===== src/rtl/btr_pkg.sv =====
// Shared mode encodings for the btr bit-permutation unit.
// Imported by btr_perm and btr_pipe.
package btr_pkg;

  typedef logic [1:0] mode_t;

  localparam mode_t MODE_REV    = 2'd0;
  localparam mode_t MODE_BSWAP  = 2'd1;
  localparam mode_t MODE_GRPREV = 2'd2;
  localparam mode_t MODE_PASS   = 2'd3;

endpackage


===== src/rtl/btr_perm.sv =====
// Combinational bit permutation: full reverse, byte swap, per-group reverse, pass.
// Ports: i_data/i_mode in, o_data out (pure wiring plus a 4:1 mux).
module btr_perm
  import btr_pkg::*;
#(
  parameter int WIDTH = 16,
  parameter int GROUP = 4
) (
  input  logic [WIDTH-1:0] i_data,
  input  mode_t            i_mode,
  output logic [WIDTH-1:0] o_data
);

  localparam int NB = WIDTH / 8;
  localparam int NG = WIDTH / GROUP;

  logic [WIDTH-1:0] w_rev;
  logic [WIDTH-1:0] w_bswap;
  logic [WIDTH-1:0] w_grp;

  for (genvar i = 0; i < WIDTH; i++) begin : g_rev
    assign w_rev[i] = i_data[WIDTH-1-i];
  end

  for (genvar k = 0; k < NB; k++) begin : g_bswap
    assign w_bswap[8*k +: 8] = i_data[8*(NB-1-k) +: 8];
  end

  for (genvar g = 0; g < NG; g++) begin : g_grp
    for (genvar b = 0; b < GROUP; b++) begin : g_bit
      assign w_grp[g*GROUP+b] = i_data[g*GROUP+GROUP-1-b];
    end
  end

  always_comb begin
    o_data = i_data;
    unique case (1'b1)
      (i_mode == MODE_REV):    o_data = w_rev;
      (i_mode == MODE_BSWAP):  o_data = w_bswap;
      (i_mode == MODE_GRPREV): o_data = w_grp;
      default:                 o_data = i_data;
    endcase
  end

endmodule


===== src/rtl/btr_pipe.sv =====
// Two-stage valid/ready bit-permutation pipe (S1 = {In,Mode}, S2 = Out).
// Ports: clk, rst_n, In, Mode, in_valid/in_ready, Out, out_valid/out_ready,
// out_parity (only when BTR_PARITY_EN is defined).
module btr_pipe
  import btr_pkg::*;
#(
  parameter int WIDTH = 16,
  parameter int GROUP = 4
) (
  input  logic             clk,
  input  logic             rst_n,
  input  logic [WIDTH-1:0] In,
  input  mode_t            Mode,
  input  logic             in_valid,
  output logic             in_ready,
  output logic [WIDTH-1:0] Out,
  output logic             out_valid,
  input  logic             out_ready
`ifdef BTR_PARITY_EN
  ,
  output logic             out_parity
`endif
);

  if ((WIDTH % 8) != 0) begin : g_bad_width
    $error("btr_pipe: WIDTH must be a multiple of 8");
  end
  if ((GROUP <= 0) || ((WIDTH % GROUP) != 0)) begin : g_bad_group
    $error("btr_pipe: GROUP must divide WIDTH");
  end

  logic [WIDTH-1:0] r_s1_data;
  mode_t            r_s1_mode;
  logic             r_s1_valid;
  logic [WIDTH-1:0] r_out;
  logic             r_out_valid;
  logic [WIDTH-1:0] w_perm;
  logic             w_s2_adv;
  logic             w_accept;

  // S1 moves on whenever S2 is empty or being drained this cycle.
  assign w_s2_adv = r_s1_valid & (~r_out_valid | out_ready);
  assign in_ready = ~r_s1_valid | w_s2_adv;
  assign w_accept = in_valid & in_ready;

  btr_perm #(
    .WIDTH (WIDTH),
    .GROUP (GROUP)
  ) u_perm (
    .i_data (r_s1_data),
    .i_mode (r_s1_mode),
    .o_data (w_perm)
  );

  always_ff @(posedge clk or negedge rst_n) begin
    if (!rst_n) begin
      r_s1_data  <= '0;
      r_s1_mode  <= MODE_REV;
      r_s1_valid <= 1'b0;
    end else begin
      if (w_accept) begin
        r_s1_data <= In;
        r_s1_mode <= Mode;
      end
      r_s1_valid <= w_accept | (r_s1_valid & ~w_s2_adv);
    end
  end

  always_ff @(posedge clk or negedge rst_n) begin
    if (!rst_n) begin
      r_out       <= '0;
      r_out_valid <= 1'b0;
    end else if (w_s2_adv) begin
      r_out       <= w_perm;
      r_out_valid <= 1'b1;
    end else if (out_ready) begin
      r_out_valid <= 1'b0;
    end
  end

  assign Out       = r_out;
  assign out_valid = r_out_valid;

`ifdef BTR_PARITY_EN
  logic r_par;

  always_ff @(posedge clk or negedge rst_n) begin
    if (!rst_n) begin
      r_par <= 1'b0;
    end else if (w_s2_adv) begin
      r_par <= ^w_perm;
    end
  end

  assign out_parity = r_par;
`endif

endmodule


===== config.mk =====
export PLATFORM = sky130hd
export DESIGN_NAME = btr_pipe
export DESIGN_NICKNAME = d
export VERILOG_FILES = /design/src/rtl/btr_pkg.sv /design/src/rtl/btr_perm.sv /design/src/rtl/btr_pipe.sv
export SDC_FILE = /design/constraint.sdc
export NUM_CORES = 1
export LEC_CHECK = 0
export ABC_AREA = 1
export CAP_MARGIN = 15
export CELL_PAD_IN_SITES_DETAIL_PLACEMENT = 2
export CELL_PAD_IN_SITES_GLOBAL_PLACEMENT = 2
export CORE_MARGIN = 1
export CORE_UTILIZATION = 25
export DETAILED_ROUTE_END_ITERATION = 16
export GPL_ROUTABILITY_DRIVEN = 0
export PLACE_DENSITY = 0.83
export SLEW_MARGIN = 20
export SYNTH_ARGS = -nofsm -noshare
export SYNTH_HDL_FRONTEND = slang
export SYNTH_SLANG_ARGS = --single-unit

===== constraint.sdc =====
create_clock -name clk -period 1 [get_ports clk]
set_input_delay 0.15 -clock clk [delete_from_list [all_inputs] [get_ports clk]]
set_output_delay 0.15 -clock clk [all_outputs]
set_load 0.02 [all_outputs]

# ---- Word level (Yosys, flattened, before mapping)
# Index checks and enable logic that the tools add are counted.
dict set report op_classes {
  reduce_logical 2
  eq_ne 2
  bitwise_logic 9
  n_mux 3
}
# operator count
set ops {}
lappend ops {{case mux 16 bit (3 select lines)} 1}
lappend ops {{AND 1 bit} 3}
lappend ops {{NOT 1 bit} 3}
lappend ops {{OR 1 bit} 3}
lappend ops {{equality test 2 x 1 -> 1 bit, second input constant} 1}
lappend ops {{equality test 2 bit, second input constant} 1}
lappend ops {{logical NOT 2 bit} 1}
lappend ops {{two-way mux 1 bit} 2}
lappend ops {{nonzero test 2 bit} 1}
dict set report totals {
  wordCells 21
  input_bits 22
  ff_bits 36
  out_inout_bits 18
}

# ---- Logic depth before layout (Yosys ltp)
# Gate-level depths: netlist (run 1).
dict set report logic_depth {
  ltp_word 6
  depth_mapped 7
  mapped_depth_nobuf 6
}

# ---- Hierarchy
# Synthesis (run 1) repeated with hierarchy kept, for this count alone.
dict set report hier_totals {
  hier_cells 249
  hier_area_um2 1994.4
}
# module n_inst area_per_inst_um2 cells_each
set by_module_without_submodules {}
lappend by_module_without_submodules {btr_pipe 1 1463.9 155}
lappend by_module_without_submodules {btr_perm 1 530.5 94}

# ---- Worst setup path before layout (run 1)
# Ideal clock, no wire load.
dict set report synth_path {
  path_type {flip-flop to flip-flop}
  startpoint {register r_out_valid, in the netlist out_valid}
  endpoint {register r_s1_data[0]}
  period_less_slack_ns 1.244
  path_buffers 1
  setup_slack_ns -0.244
  required_time_ns 0.933
  t_arrival_ns 1.177
  path_stages_with_launch 5
  path_cell_list {dfrtp_1 nand3_1 clkbuf_1 nand3_1 nand2_1}
}
dict set report synth_between {
  elab_chain_cells 5
}
# element line
set synth_rtl {}
lappend synth_rtl {{start: declaration} btr_pipe.sv:36} ;# logic r_out_valid;
lappend synth_rtl {{start signal: assignment} btr_pipe.sv:72} ;# r_out_valid <= 1'b0;
lappend synth_rtl {{start signal: assignment} btr_pipe.sv:75} ;# r_out_valid <= 1'b1;
lappend synth_rtl {{start signal: assignment} btr_pipe.sv:77} ;# r_out_valid <= 1'b0;
lappend synth_rtl {{NOT 1 bit} btr_pipe.sv:42} ;# assign w_s2_adv = r_s1_valid & (~r_out_valid | out_ready);
lappend synth_rtl {{OR 1 bit} btr_pipe.sv:42}
lappend synth_rtl {{AND 1 bit} btr_pipe.sv:42}
lappend synth_rtl {{OR 1 bit} btr_pipe.sv:43} ;# assign in_ready = ~r_s1_valid | w_s2_adv;
lappend synth_rtl {{named net in_ready} btr_pipe.sv:15} ;# output logic in_ready,
lappend synth_rtl {{AND 1 bit} btr_pipe.sv:44} ;# assign w_accept = in_valid & in_ready;
lappend synth_rtl {{end signal: assignment} btr_pipe.sv:62} ;# r_s1_data <= In;
lappend synth_rtl {{end: declaration} btr_pipe.sv:32} ;# logic [WIDTH-1:0] r_s1_data;
# The timed path passes the listed nets, and every way through them passes these cells.
# A chain may end at the register's enable or synchronous reset.

# ---- Worst setup path in the final report (run 1)
dict set report layout_path {
  startpoint {register r_s1_mode[1]}
  endpoint {register r_out[1], in the netlist Out[1]}
}
dict set report layout_between {
  elab_chain_cells 2
}
# element line
set layout_rtl {}
lappend layout_rtl {{start: declaration} btr_pipe.sv:33} ;# mode_t r_s1_mode;
lappend layout_rtl {{start signal: assignment} btr_pipe.sv:63} ;# r_s1_mode <= Mode;
lappend layout_rtl {{equality test 2 bit (tied with other cells)} btr_perm.sv:40} ;# (i_mode == MODE_GRPREV): o_data = w_grp;
lappend layout_rtl {{case mux 16 bit (3 select lines) (*)} btr_perm.sv:37} ;# unique case (1'b1)
lappend layout_rtl {{end signal: assignment} btr_pipe.sv:74} ;# r_out <= w_perm;
lappend layout_rtl {{end: declaration} btr_pipe.sv:35} ;# logic [WIDTH-1:0] r_out;
# Every way passes the cells marked *; elsewhere a longest branch is shown, timed or not.

==> qor.json, run 1 <==
{
  "hold_buffers": 0,
  "cts_max_path_buffers": 2,
  "grt_first_pass_wirelength_um": 12000,
  "area_growth_pct": 75.3,
  "ys_seq_area_share_pct": 48.7,
  "ys_warn_count": 0,
  "final-max-slew-violation-count": 0,
  "max_cap_violations": 0,
  "gr-usage-all-layers_pct": 20.9,
  "crit_arrival_ns": 1.46,
  "clock_tree_from_tritoncts": "done",
  "synth_nets": 284,
  "cts.root.buffer_cell": "sky130_fd_sc_hd__clkbuf_8",
  "failed_checks": "setup timing",
  "startpoint_type": "register",
  "synthesis.area_sq_um": 1850,
  "syn-instance-count": 262,
  "crit_path_frequent_cell": "sky130_fd_sc_hd__nand2_1",
  "vias_per_cell": 4.97,
  "first_global_vias": 2308,
  "die-width_um": 88.0,
  "cts.sink_count": 36,
  "floorplan_row_count": 30,
  "num_antenna_cells": 0,
  "total_length_of_routed_wires_um": 8570,
  "synth.area.top_cells": "sky130_fd_sc_hd__dfrtp_1 (49%), sky130_fd_sc_hd__nand2_1 (21%), sky130_fd_sc_hd__nand3_1 (14%)",
  "timing.critical_path.slowest_cell_delay_ns": 0.53,
  "fin_nets": 357,
  "critical_path_peak_fanout": 17,
  "max_slew.worst_pin.slew_ns": 0.487,
  "cp.required_ns": 1.20,
  "routed_wire_length_per_instance_um": 19.8,
  "async_reset_ff_share_pct": 100,
  "yosysTopAreaCellShare_pct": 48.7,
  "pin_count_of_the_biggest_net_entering_global_routing": 37,
  "grt_setup_unrepaired": "yes",
  "coreArea_sq_um": 6980,
  "post-route-drc-count": 0,
  "timing.max_slew.rel_slack_pct": 67.5,
  "power.ir.vdd_worst_uv": 793,
  "placedCellCount": 407,
  "yosys.cell_count.top_type": "sky130_fd_sc_hd__nand2_1",
  "synthDominantAreaCellType": "sky130_fd_sc_hd__dfrtp_1",
  "layout_cell_share_with_drive_strength_beyond_1_pct": 39.0,
  "drt_pass1_iterations": 6,
  "cp-end-kind": "register",
  "dpl_worst_slack_ns": -0.525,
  "route.antenna.remaining_nets": 0,
  "clock_skew_ns": 0.0152,
  "outcome": "complete, but fails checks",
  "crit_share_post_route_pct": 127,
  "final-instance-count-excl-fill": 432,
  "synth-edff-count": 0,
  "grt-ovfl-total": 0,
  "io_buffer_count": 39,
  "crit_chain": "buf_12 > o21ai_0 > nand3_1 > nand2_1 > nand2_1",
  "yosys_register_bits": 36,
  "power-per-cell-area_nw_per_um2": 1900,
  "dp.final_hpwl_um": 4560,
  "tritoncts.num_buffers": 5,
  "synth_top_flop_cell": "sky130_fd_sc_hd__dfrtp_1",
  "dieHeight_um": 88.0,
  "final_setup_violation_count": 37,
  "maxClockFrequency_mhz": 790,
  "cts_htree_levels": 2,
  "initial_util_pct": 26.5,
  "io-pin-count": 40,
  "clk_pin_slew_worst_paths_ns": 0.09,
  "worstSkewPairLatency_ns": 0.31,
  "via_count": 2146,
  "period_needed_ns": 1.27,
  "area_enclosed_by_the_die_boundary_sq_um": 7750,
  "first_iter_violations": 92,
  "rr_worst_depth": 5,
  "setup_ws_ns": -0.266,
  "timing.setup.critical_path_class": "register to register",
  "antenna_violations_before_repair": 0,
  "crit_slowest_cell": "sky130_fd_sc_hd__dfrtp_2",
  "synth_commonest_cells": "sky130_fd_sc_hd__nand2_1 (105), sky130_fd_sc_hd__nand3_1 (51), sky130_fd_sc_hd__dfrtp_1 (36)",
  "timing.hold.worst.class": "input port to asynchronous set/reset pin",
  "yosysUniqueCellTypes": 13,
  "finalHoldViolations": 0,
  "avgSynthCellArea_sq_um": 7.06,
  "power_leakage_uw": 0.00157
}
## worst paths after layout
check	slack, ns	startpoint	endpoint
min	0.22	rst_n	r_s1_data[0]
max in group asynchronous	0.56	rst_n	r_s1_mode[1]
max reg2reg	-0.27	r_s1_mode[1]	Out[1]
min reg2reg	0.53	Out[0]	Out[0]
max	-0.27	r_s1_mode[1]	Out[1]
min in group clk	0.41	In[11]	r_s1_data[11]
## area by class of cell
cell class / instances / area [sq um]
Inverter: 4 / 17.5
Clock inverter: 3 / 42.5
Clock buffer: 5 / 68.8
Sequential cell: 36 / 905
Timing Repair Buffer: 78 / 828
Fill cell: 791 / 3740
Multi-Input combinational cell: 210 / 1260
Tap cell: 96 / 120
## metrics by stage
stage | TNS [ns] | cell area (sq um) | utilization, % | total power [uW] | hold slack (ns)
final | -5.85 | 3240 | 46.5 | 6170 | 0.220
after global routing | -7.68 | 3240 | 46.5 | 6490 | 0.242
after CTS | -3.46 | 2940 | 42.0 | 5700 | 0.232
after detailed placement | -16.33 | 2540 | 36.4 | 4100 | 0.472
after global placement | -15.56 | 2540 | 36.4 | 4000 | 0.466
after floorplan | -0.187 | 1950 | - | 3050 | -0.146
## flip-flops by register name (all words and copies together) (netlist names)
| signal | count |
|---|---|
| Out | 16 |
| out_valid | 1 |
| r_s1_valid | 1 |
| r_s1_mode | 2 |
| r_s1_data | 16 |
## timing repair
| action | in CTS | in global routing |
|---|---|---|
| gates resized for setup | 136 | 68 |
| hold endpoints to repair | 0 | 0 |
| pin swaps | 3 | 17 |
| setup endpoints to repair | 53 | 52 |
| cloned | 5 | 2 |
| buffers inserted | 6 | 4 |
## report_power, final
part | switching, uW | leakage, uW | total, uW | internal [uW]
logic | 1310 | 0.00108 | 2610 | 1300
registers | 436 | 0.000441 | 2200 | 1760
clock network | 621 | 0.0000541 | 1360 | 739
total | 2370 | 0.00157 | 6170 | 3800
## layer usage
layer  up-vias  track usage (%)  wire (um)
li1        996                -          -
met3        14             3.96        255
met2        48             38.3       4650
met4         0             7.18        164
met1      1088             24.3       3490
met5         -                0          0
## kinds of logic (layout without fill, tap and decap cells)
family          Yosys count  in the layout  share of synthesized area [%]
buf+inv                  20             90                           4.73
simple gates            190            194                           42.3
flops                    36             36                           48.7
compound gates           16             16                           4.33
## worst max-delay path, delay by kind of cell (launching register included)
family	cells	cell delay, ns
compound gates	1	0.12
simple gates	3	0.31
buf+inv	1	0.21
flops	1	0.53
## layout by cell type, fill, tap and decap left out, types with 2 or more instances in the layout
cell,Yosys,layout
sky130_fd_sc_hd__nand2_1,105,77
sky130_fd_sc_hd__dfrtp_1,36,33
sky130_fd_sc_hd__nand3_1,51,30
sky130_fd_sc_hd__nor2_1,32,30
sky130_fd_sc_hd__buf_4,1,28
sky130_fd_sc_hd__clkdlybuf4s50_1,0,20
sky130_fd_sc_hd__buf_6,0,20
sky130_fd_sc_hd__nand2_2,1,17
sky130_fd_sc_hd__nand3_2,0,16
sky130_fd_sc_hd__o21ai_1,3,12
sky130_fd_sc_hd__nand2_4,0,9
sky130_fd_sc_hd__nand2_8,0,7
sky130_fd_sc_hd__nand3_4,0,5
sky130_fd_sc_hd__clkbuf_8,0,5
sky130_fd_sc_hd__buf_12,0,5
sky130_fd_sc_hd__o21ai_2,0,3
sky130_fd_sc_hd__buf_16,0,3
sky130_fd_sc_hd__dfrtp_2,0,3
sky130_fd_sc_hd__inv_1,4,2
sky130_fd_sc_hd__nor2_2,1,2
Power figures use the tool's default switching activity.
==> run 2, diff against run 1 <==
Settings changed: PLACE_DENSITY 0.83 to 0.78, SYNTH_HIERARCHICAL set to 1.
==> qor.json, run 2 <==
{
  "outcome": "complete, but fails checks",
  "failed_checks": "setup timing",
  "post_synth_fa_ha_maj_area_fraction": {"value": 0, "unit": "%", "change": "unchanged"},
  "pin_count_of_the_biggest_net_entering_global_routing": {"value": 37, "change": "unchanged"},
  "cts_max_path_buffers": {"value": 2, "change": "unchanged"},
  "synth_commonest_cells": "sky130_fd_sc_hd__nand2_1 (86), sky130_fd_sc_hd__nand3_1 (82), sky130_fd_sc_hd__dfrtp_1 (36)",
  "route.antenna.remaining_nets": {"value": 0, "change": "unchanged"},
  "yosysTopAreaCellShare": {"value": 45.2, "unit": "%", "change": "-3.5 points"},
  "async_reset_ff_share": {"value": 100, "unit": "%", "change": "unchanged"},
  "grt_setup_unrepaired": "yes",
  "setup_ws": {"value": -0.254, "unit": "ns", "change": "+0.0120 ns"},
  "dp.final_hpwl": {"value": 4540, "unit": "um", "change": "-0.52%"},
  "finalPower": {"value": 5630, "unit": "uW", "change": "-8.9%"},
  "post-route-drc-count": {"value": 0, "change": "unchanged"},
  "grt_first_pass_wirelength": {"value": 11400, "unit": "um", "change": "-5.1%"},
  "largest_family_of_logic_cells_by_synthesized_area": "simple AND/OR/NAND/NOR gates",
  "synth_top_flop_cell": "sky130_fd_sc_hd__dfrtp_1",
  "grt-busiest-layer": "met2",
  "maxClockFrequency": {"value": 797, "unit": "MHz", "change": "+0.96%"},
  "clock_skew": {"value": 0.00648, "unit": "ns", "change": "-0.00871 ns"},
  "cp.required": {"value": 1.19, "unit": "ns", "change": "about the same"},
  "coreArea": {"value": 7730, "unit": "sq um", "change": "+11%"},
  "final_core_util": {"value": 40.2, "unit": "%", "change": "-6.3 points"},
  "cts.sink_count": {"value": 36, "change": "unchanged"},
  "tns": {"value": -6.33, "unit": "ns", "change": "-0.479 ns"},
  "power_leakage": {"value": 0.00146, "unit": "uW", "change": "-7.1%"},
  "yosysUniqueCellTypes": {"value": 14, "change": "+1"},
  "crit_share_post_route": {"value": 125, "unit": "%", "change": "-1.2 points"},
  "fin_nets": {"value": 341, "change": "-4.5%"},
  "timing.setup.critical_path_class": "register to register",
  "timing.hold.worst.class": "input port to asynchronous set/reset pin",
  "most_frequent_standard_cell_in_the_layout_excluding_fill_and_tap_cells": "sky130_fd_sc_hd__nand3_1",
  "first_iter_violations": {"value": 67, "change": "-27%"},
  "via_count": {"value": 2148, "change": "+0.093%"},
  "layout_cell_share_with_drive_strength_beyond_1": {"value": 33.4, "unit": "%", "change": "-5.6 points"},
  "hold_ws": {"value": 0.245, "unit": "ns", "change": "+0.0248 ns"},
  "final_setup_violation_count": {"value": 37, "change": "unchanged"},
  "io-pin-count": {"value": 40, "change": "unchanged"},
  "area_growth_pct": 55.6,
  "cts_htree_levels": {"value": 2, "change": "unchanged"},
  "crit_chain": "buf_12 > buf_4 > nand3_1 > nand4_1 > nand3_1 > nand2_1",
  "power-per-cell-area": {"value": 1810, "unit": "nW/um^2", "change": "-4.8%"},
  "finalHoldViolations": {"value": 0, "change": "unchanged"},
  "groute.layer.met3.usage": {"value": 3.69, "unit": "%", "change": "-0.27 points"},
  "cts.root.buffer_cell": "sky130_fd_sc_hd__clkbuf_8",
  "cp_top_family": "simple AND/OR/NAND/NOR gates",
  "floorplan_row_count": {"value": 32, "change": "+6.7%"},
  "top_library_cells_by_usage_in_the_layout_fill_and_taps_aside": "sky130_fd_sc_hd__nand3_1 (74), sky130_fd_sc_hd__nand2_1 (65), sky130_fd_sc_hd__dfrtp_1 (34)",
  "syn-instance-count": {"value": 249, "change": "-5.0%"},
  "met2_usage": {"value": 30.9, "unit": "%", "change": "-7.5 points"},
  "first_global_vias": {"value": 2263, "change": "-1.9%"},
  "vias_per_cell": {"value": 5.09, "change": "+2.5%"},
  "power.ir.vdd_worst": {"value": 468, "unit": "uV", "change": "-41%"},
  "startpoint_type": "register",
  "crit_slowest_cell": "sky130_fd_sc_hd__dfrtp_1",
  "total_length_of_routed_wires": {"value": 7280, "unit": "um", "change": "-15%"},
  "io_buffer_count": {"value": 39, "change": "unchanged"},
  "synth-edff-count": {"value": 0, "change": "unchanged"},
  "tritoncts.num_buffers": {"value": 5, "change": "unchanged"},
  "post_synthesis_compound_gate_area_fraction": {"value": 0, "unit": "%", "change": "-4.3 points"},
  "ys_warn_count": {"value": 6, "change": "+6"},
  "synth_nets": {"value": 271, "change": "-4.6%"},
  "rr_worst_depth": {"value": 6, "change": "+1"},
  "ys_seq_area_share": {"value": 45.2, "unit": "%", "change": "-3.5 points"},
  "crit_arrival": {"value": 1.44, "unit": "ns", "change": "-0.02 ns"},
  "synthDominantAreaCellType": "sky130_fd_sc_hd__dfrtp_1",
  "dpl_worst_slack": {"value": -0.528, "unit": "ns", "change": "-0.00322 ns"},
  "synth.area.top_cells": "sky130_fd_sc_hd__dfrtp_1 (45%), sky130_fd_sc_hd__nand3_1 (21%), sky130_fd_sc_hd__nand2_1 (16%)",
  "synth_simple_gate_area_share": {"value": 45.4, "unit": "%", "change": "+3.1 points"},
  "timing.max_slew.rel_slack": {"value": 72.2, "unit": "%", "change": "+4.7 points"},
  "routed_wire_length_per_instance": {"value": 17.3, "unit": "um", "change": "-13%"},
  "initial_util": {"value": 25.8, "unit": "%", "change": "-0.70 points"},
  "clk_pin_slew_worst_paths": {"value": 0.07, "unit": "ns", "change": "-0.02 ns"},
  "critical_path_peak_fanout": {"value": 13, "change": "-4"},
  "num_antenna_cells": {"value": 0, "change": "unchanged"},
  "die-width": {"value": 91.3, "unit": "um", "change": "+3.7%"},
  "yosys_register_bits": {"value": 36, "change": "unchanged"},
  "antenna_violations_before_repair": {"value": 0, "change": "unchanged"},
  "dieHeight": {"value": 91.3, "unit": "um", "change": "+3.7%"},
  "met1_usage": {"value": 20.6, "unit": "%", "change": "-3.7 points"},
  "crit_path_frequent_cell": "sky130_fd_sc_hd__nand3_1",
  "final-max-slew-violation-count": {"value": 0, "change": "unchanged"},
  "max_cap_violations": {"value": 0, "change": "unchanged"},
  "synth_mux_area_share": {"value": 0, "unit": "%", "change": "unchanged"},
  "hold_buffers": {"value": 0, "change": "unchanged"},
  "period_needed": {"value": 1.25, "unit": "ns", "change": "-0.0120 ns"},
  "yosys.area_share.xor_xnor": {"value": 0, "unit": "%", "change": "unchanged"},
  "yosys.cell_count.top_type": "sky130_fd_sc_hd__nand2_1",
  "avgSynthCellArea": {"value": 8.01, "unit": "sq um", "change": "+13%"},
  "gr-usage-all-layers": {"value": 17.5, "unit": "%", "change": "-3.4 points"},
  "cp-end-kind": "register",
  "drt_pass1_iterations": {"value": 4, "change": "-2"},
  "critPathBufInv": {"value": 2, "change": "+1"},
  "timing.critical_path.slowest_cell_delay": {"value": 0.41, "unit": "ns", "change": "-0.12 ns"},
  "max_slew.worst_pin.slew": {"value": 0.417, "unit": "ns", "change": "-0.0703 ns"},
  "clock_tree_from_tritoncts": "done",
  "grt-ovfl-total": {"value": 0, "change": "unchanged"},
  "synthesis.area": {"value": 1990, "unit": "sq um", "change": "+7.8%"},
  "worstSkewPairLatency": {"value": 0.29, "unit": "ns", "change": "-0.02 ns"},
  "worstSetupPathDepth": {"value": 6, "change": "+1"},
  "area_enclosed_by_the_die_boundary": {"value": 8340, "unit": "sq um", "change": "+7.6%"}
}
run 2: path summary, 6_finish.rpt:
path / from / endpoint / slack, ns
setup / recovery: r_s1_mode[1] / Out[4] / -0.25
hold / removal: rst_n / Out[2] / 0.24
setup reg to reg: r_s1_mode[1] / Out[4] / -0.25
hold reg to reg: Out[11] / Out[11] / 0.48
max in group asynchronous: rst_n / r_s1_data[10] / 0.56
min in group clk: In[12] / r_s1_data[12] / 0.41
run 2: area by class of cell:
cell class	instances	area (sq um)
Timing Repair Buffer	79	863
Clock buffer	8	90.1
Multi-Input combinational cell	193	1100
Inverter	4	22.5
Tap cell	102	128
Fill cell	846	4620
Sequential cell	36	903
run 2: kinds of logic after synthesis:
| kind of cell | count (synthesis) |
|---|---|
| and+or+nand+nor | 189 |
| buffers and inverters | 24 |
| DFF | 36 |
run 2: metrics by stage:
step,area (sq um),std cells
floorplan,2030,249
global placement,2590,392
detailed placement,2590,392
CTS,2890,411
global route,3100,422
finish,3100,422
run 2: metal layers:
| layer | routed length [um] | vias to the layer above |
|---|---|---|
| li1 | - | 996 |
| met1 | 3070 | 1100 |
| met2 | 3850 | 42 |
| met3 | 243 | 10 |
| met4 | 116 | 0 |
| met5 | 0 | - |
run 2: power by group:
part	internal (uW)	switching, uW	total [uW]
Combinational	1200	1250	2440
Clock	562	533	1100
Sequential	1760	330	2090
Total	3520	2110	5630
run 2: timing repair:
action,4_1_cts,5_1_grt
resized for setup,118,35
pin swaps,9,12
buffers inserted,6,10
setup endpoints to repair,54,50
cloned,5,1
==> variant 1 (settings of run 1) <==
`WIDTH` is set to 16 in 2 places; all go to 32.
--- a/src/rtl/btr_perm.sv
+++ b/src/rtl/btr_perm.sv
@@ -3,7 +3,7 @@
 module btr_perm
   import btr_pkg::*;
 #(
-  parameter int WIDTH = 16,
+  parameter int WIDTH = 32,
   parameter int GROUP = 4
 ) (
   input  logic [WIDTH-1:0] i_data,
--- a/src/rtl/btr_pipe.sv
+++ b/src/rtl/btr_pipe.sv
@@ -4,7 +4,7 @@
 module btr_pipe
   import btr_pkg::*;
 #(
-  parameter int WIDTH = 16,
+  parameter int WIDTH = 32,
   parameter int GROUP = 4
 ) (
   input  logic             clk,
Interface: changed (resized In and Out); port bits go from 40 to 72. The function was not compared with the original's and may differ.
==> variant 1 against run 1 <==
The flow still finishes with violations (setup timing); synthesized area rose by 91%; setup slack got worse by 0.21 ns; utilization fell by 1.6 points; design area rose by 91%; synthesized cell count rose by 94%; first-iteration DRC count rose to 3.3 times the old value; sequential cell count rose by 32; total power rose by 120%; critical path depth did not move; routed wire length rose by 140%; largest cell class unchanged; largest power group unchanged.
==> variant 1: results (changes against run 1) <==
stage;metric;value;unit;change
setup_path;FF-to-FF End;Out[14]$_DFFE_PN0P_;;
clock_network;Inserted Clock Buffers;9;;+4
clock_network;Clk Latency, worst-skew pair;0.36;ns;+0.05 ns
timing;final setup margin;-0.474;ns;-0.208 ns
setup_path;CP Data Arrival Time;1.72;ns;+0.26 ns
grt;routing usage on met1;31.9;%;+7.5 points
grt;largest net degree at the start of global routing;69;;+86%
place;port bufs;71;;+82%
synthesis;synthesized net count;547;;+93%
timing;final setup vio count;102;;+180%
setup_path;CP max FO;15;;-2
clock_network;Clk pin slew, worst setup/hold paths;0.07;ns;-0.02 ns
grt;number of global-route vias before repair;4687;;+100%
status;outcome;finished with violations;;
place;hpwl dp;9.39;mm;+110%
setup_path;Worst R2R Start;r_s1_mode[0]$_DFFE_PN0P_;;
synthesis;Netlist cell types;12;;-1
status;violated checks;setup timing;;
grt;GR Util All Layers;25.9;%;+5.0 points
layout;layout cells sized above 1;39.0;%;about the same
drt;DR iter-0 viols;302;;+230%
grt;met2 GRT Util;43.1;%;+4.8 points
drt;Detailed Route WL;20.6;mm;+140%
layout;NumNets Final;669;;+87%
timing;clock skew;0.0114;ns;-0.00381 ns
clock_network;number of H-tree levels;3;;+1
synthesis;Post-synth top cells;202 x nand2_1, 93 x nand3_1, 70 x nor2_1;;
synthesis;post-synthesis sequential area ratio;48.0;%;-0.66 points
synthesis;Area contributors post-synth;dfrtp_1 48%, nand2_1 21%, nand3_1 13%;;
synthesis;Synth Area in Compound Gates;4.80;%;+0.48 points
==> variant 1: cell types whose count changed in the layout (fill, tap and decap cells not counted), sizes merged <==
cell,run 1,this run
clkbuf,6,16
inv,4,6
nor2,33,70
dfrtp,36,68
nand3,51,93
o21ai,16,30
clkdlybuf4s50,20,36
a21oi,0,4
bufbuf,0,1
nand2,110,202
buf,57,106
dlygate4sd3,0,1
==> variant 1: logic make-up (layout without fill, tap and decap cells) <==
logic type,Yosys count,after routing
and+or+nand+nor,365,365
DFF,68,68
buffers and inverters,42,169
AOI/OAI and AO/OA,34,34
==> variant 1: worst min-delay path by stage <==
stage | start | to | slack, ns | depth (start not counted)
2_1_floorplan | rst_n | Out[0]$_DFFE_PN0P_ | -0.15 | 0
3_3_place_gp | rst_n | Out[12]$_DFFE_PN0P_ | 0.20 | 2
3_5_place_dp | rst_n | Out[16]$_DFFE_PN0P_ | 0.21 | 2
4_1_cts | In[8] | r_s1_data[8]$_DFFE_PN0P_ | 0.36 | 3
5_1_grt | In[8] | r_s1_data[8]$_DFFE_PN0P_ | 0.37 | 3
6_report | rst_n | Out[16]$_DFFE_PN0P_ | 0.33 | 3
==> variant 1: per-stage QoR <==
stage	TNS [ns]	hold WS [ns]	setup WS (ns)	area [um^2]	std cells
3_3_place_gp	-27.92	0.197	-0.506	4690	759
6_report	-23.44	0.325	-0.474	6200	816
2_1_floorplan	-4.33	-0.146	-0.109	3670	509
4_1_cts	-13.78	0.361	-0.236	5550	795
5_1_grt	-25.31	0.371	-0.491	6200	816
3_5_place_dp	-31.31	0.211	-0.523	4690	759
==> variant 1: area by class of cell <==
type,count,area (um^2),share of cell area (%)
multi-input combinational,399,2260,36.4
sequential,68,1710,27.5
timing repair buffer,147,1670,26.9
clock buffer,13,280,4.52
tap,180,225,3.63
clock inverter,3,42.5,0.686
inverter,6,22.5,0.363
==> variant 1: power groups by stage <==
stage          Sequential (W)  Combinational (W)  Clock (W)
2_1_floorplan         0.00428            0.00154          0
6_report              0.00426            0.00554    0.00359
5_1_grt               0.00429            0.00586    0.00370
3_5_place_dp          0.00400            0.00378          0
4_1_cts               0.00408            0.00457    0.00350
3_3_place_gp          0.00395            0.00360          0
==> variant 1: worst min-delay path, stage by stage <==
cell           delay, ns
dlygate4sd3_1       0.52
buf_2               0.12
buf_12              0.31
==> variant 1: metal layers <==
| metal | routed length [um] | up-vias |
|---|---|---|
| met5 | 0 | - |
| met4 | 969 | 0 |
| met3 | 1180 | 67 |
| met2 | 10400 | 174 |
| met1 | 8040 | 2161 |
| li1 | - | 1877 |
==> variant 1: what timing repair did <==
action                     CTS  global route
gates resized for setup    289           128
hold endpoints to repair    68             0
pin swaps                    1            11
setup endpoints to repair  102           102
hold buffers                 1             0
setup buffers               12            18
gates cloned                 7             4
==> variant 2 (flow settings as in run 1) <==
Without the edit above. Add an input register stage for `Mode`, without a reset; this delays it by one clock. The other inputs are not delayed to match.
--- a/src/rtl/btr_pipe.sv
+++ b/src/rtl/btr_pipe.sv
@@ -21,6 +21,12 @@
   output logic             out_parity
 `endif
 );
+
+  mode_t Mode_q;
+
+  always_ff @(posedge clk) begin
+    Mode_q <= Mode;
+  end
 
   if ((WIDTH % 8) != 0) begin : g_bad_width
     $error("btr_pipe: WIDTH must be a multiple of 8");
@@ -60,7 +66,7 @@
     end else begin
       if (w_accept) begin
         r_s1_data <= In;
-        r_s1_mode <= Mode;
+        r_s1_mode <= Mode_q;
       end
       r_s1_valid <= w_accept | (r_s1_valid & ~w_s2_adv);
     end
Check against the original RTL: not equivalent (Yosys sat finds a counterexample within 4 cycles, from zero or initial values and one cycle with rst_n low).
==> variant 2 against run 1 <==
The run still ends with setup timing left; design area fell by 7.2%; setup slack improved by 0.025 ns; routed wire length fell by 18%; total power shrank 5.2%; non-clock buffer count down 2; hold slack hardly changed; synthesized area increased by 3.6%; via count decreased by 4.1%; global-route usage fell by 2.1 points; clock power fell by 13%; sequential cell count is 2 higher; critical path depth is the same.
==> variant 2: results (changes against run 1) <==
stage;metric;value;unit;change
layout;layout cells sized above 1;29.2;%;-9.8 points
floorplan;FP Rows;31;;+3.3%
setup_path;CP max FO;16;;-1
drt;DR iter-0 viols;109;;+18%
synthesis;Netlist cell types;15;;+2
grt;met2 GRT Util;32.5;%;-5.8 points
setup_path;CP Data Arrival Time;1.43;ns;-0.03 ns
power_and_ir_drop;maximum vdd drop;0.791;mV;-0.24%
place;pre-CTS setup slack;-0.502;ns;+0.0235 ns
place;placed insts;412;;+1.2%
synthesis;post-synthesis sequential area ratio;49.1;%;+0.40 points
timing;clock skew;0.00273;ns;-0.0125 ns
layout;FF+latch count;38;;+5.6%
power_and_ir_drop;P_int;0.00367;W;-3.5%
setup_path;CP delay by family, top;simple AND/OR/NAND/NOR gates;;
grt;GR Util All Layers;18.9;%;-2.1 points
power_and_ir_drop;clock group share of total power;20.2;%;-1.8 points
timing;final setup margin;-0.241;ns;+0.0253 ns
timing;final setup vio count;37;;unchanged
place;hpwl dp;4.34;mm;-5.0%
layout;clock-cell share of area;3.28;%;-0.15 points
drt;WL met3;238;um;-6.7%
timing;max_slew headroom;81.4;%;+14 points
layout;fillcell total;822;;+3.9%
grt;global-route wire length before repair;11.3;mm;-6.0%
synthesis;Area contributors post-synth;dfrtp_1 47%, nand2_1 21%, nand3_1 13%;;
status;violated checks;setup timing;;
grt;number of global-route vias before repair;2184;;-5.4%
synthesis;Post-synth top cells;105 x nand2_1, 51 x nand3_1, 36 x dfrtp_1;;
status;outcome;finished with violations;;
power_and_ir_drop;Lkg Pwr;1.49;nW;-5.6%
-- variant 2: cells by family after synthesis --
kind of cell           share of synthesized area [%]
DFF                                             49.1
and+or+nand+nor                                 41.1
buffers and inverters                           5.68
AOI/OAI and AO/OA                               4.18
-- variant 2: worst max-delay path by stage --
stage / start / to / cells after the start
after floorplan: r_s1_mode[0]$_DFFE_PN0P_ / Out[13]$_DFFE_PN0P_ / 6
after global placement: out_ready / in_ready / 4
after detailed placement: out_ready / in_ready / 4
after CTS: out_valid$_DFFE_PN0P_ / Out[1]$_DFFE_PN0P_ / 7
after global routing: r_s1_mode[0]$_DFFE_PN0P_ / Out[3]$_DFFE_PN0P_ / 5
final: r_s1_mode[0]$_DFFE_PN0P_ / Out[3]$_DFFE_PN0P_ / 5
-- variant 2: timing repair --
item	CTS	global route
endpoints found under the hold margin	0	0
pin swaps	1	10
buffers inserted	2	5
endpoints found under the setup margin	53	53
cloned	2	2
gates resized for setup	102	59
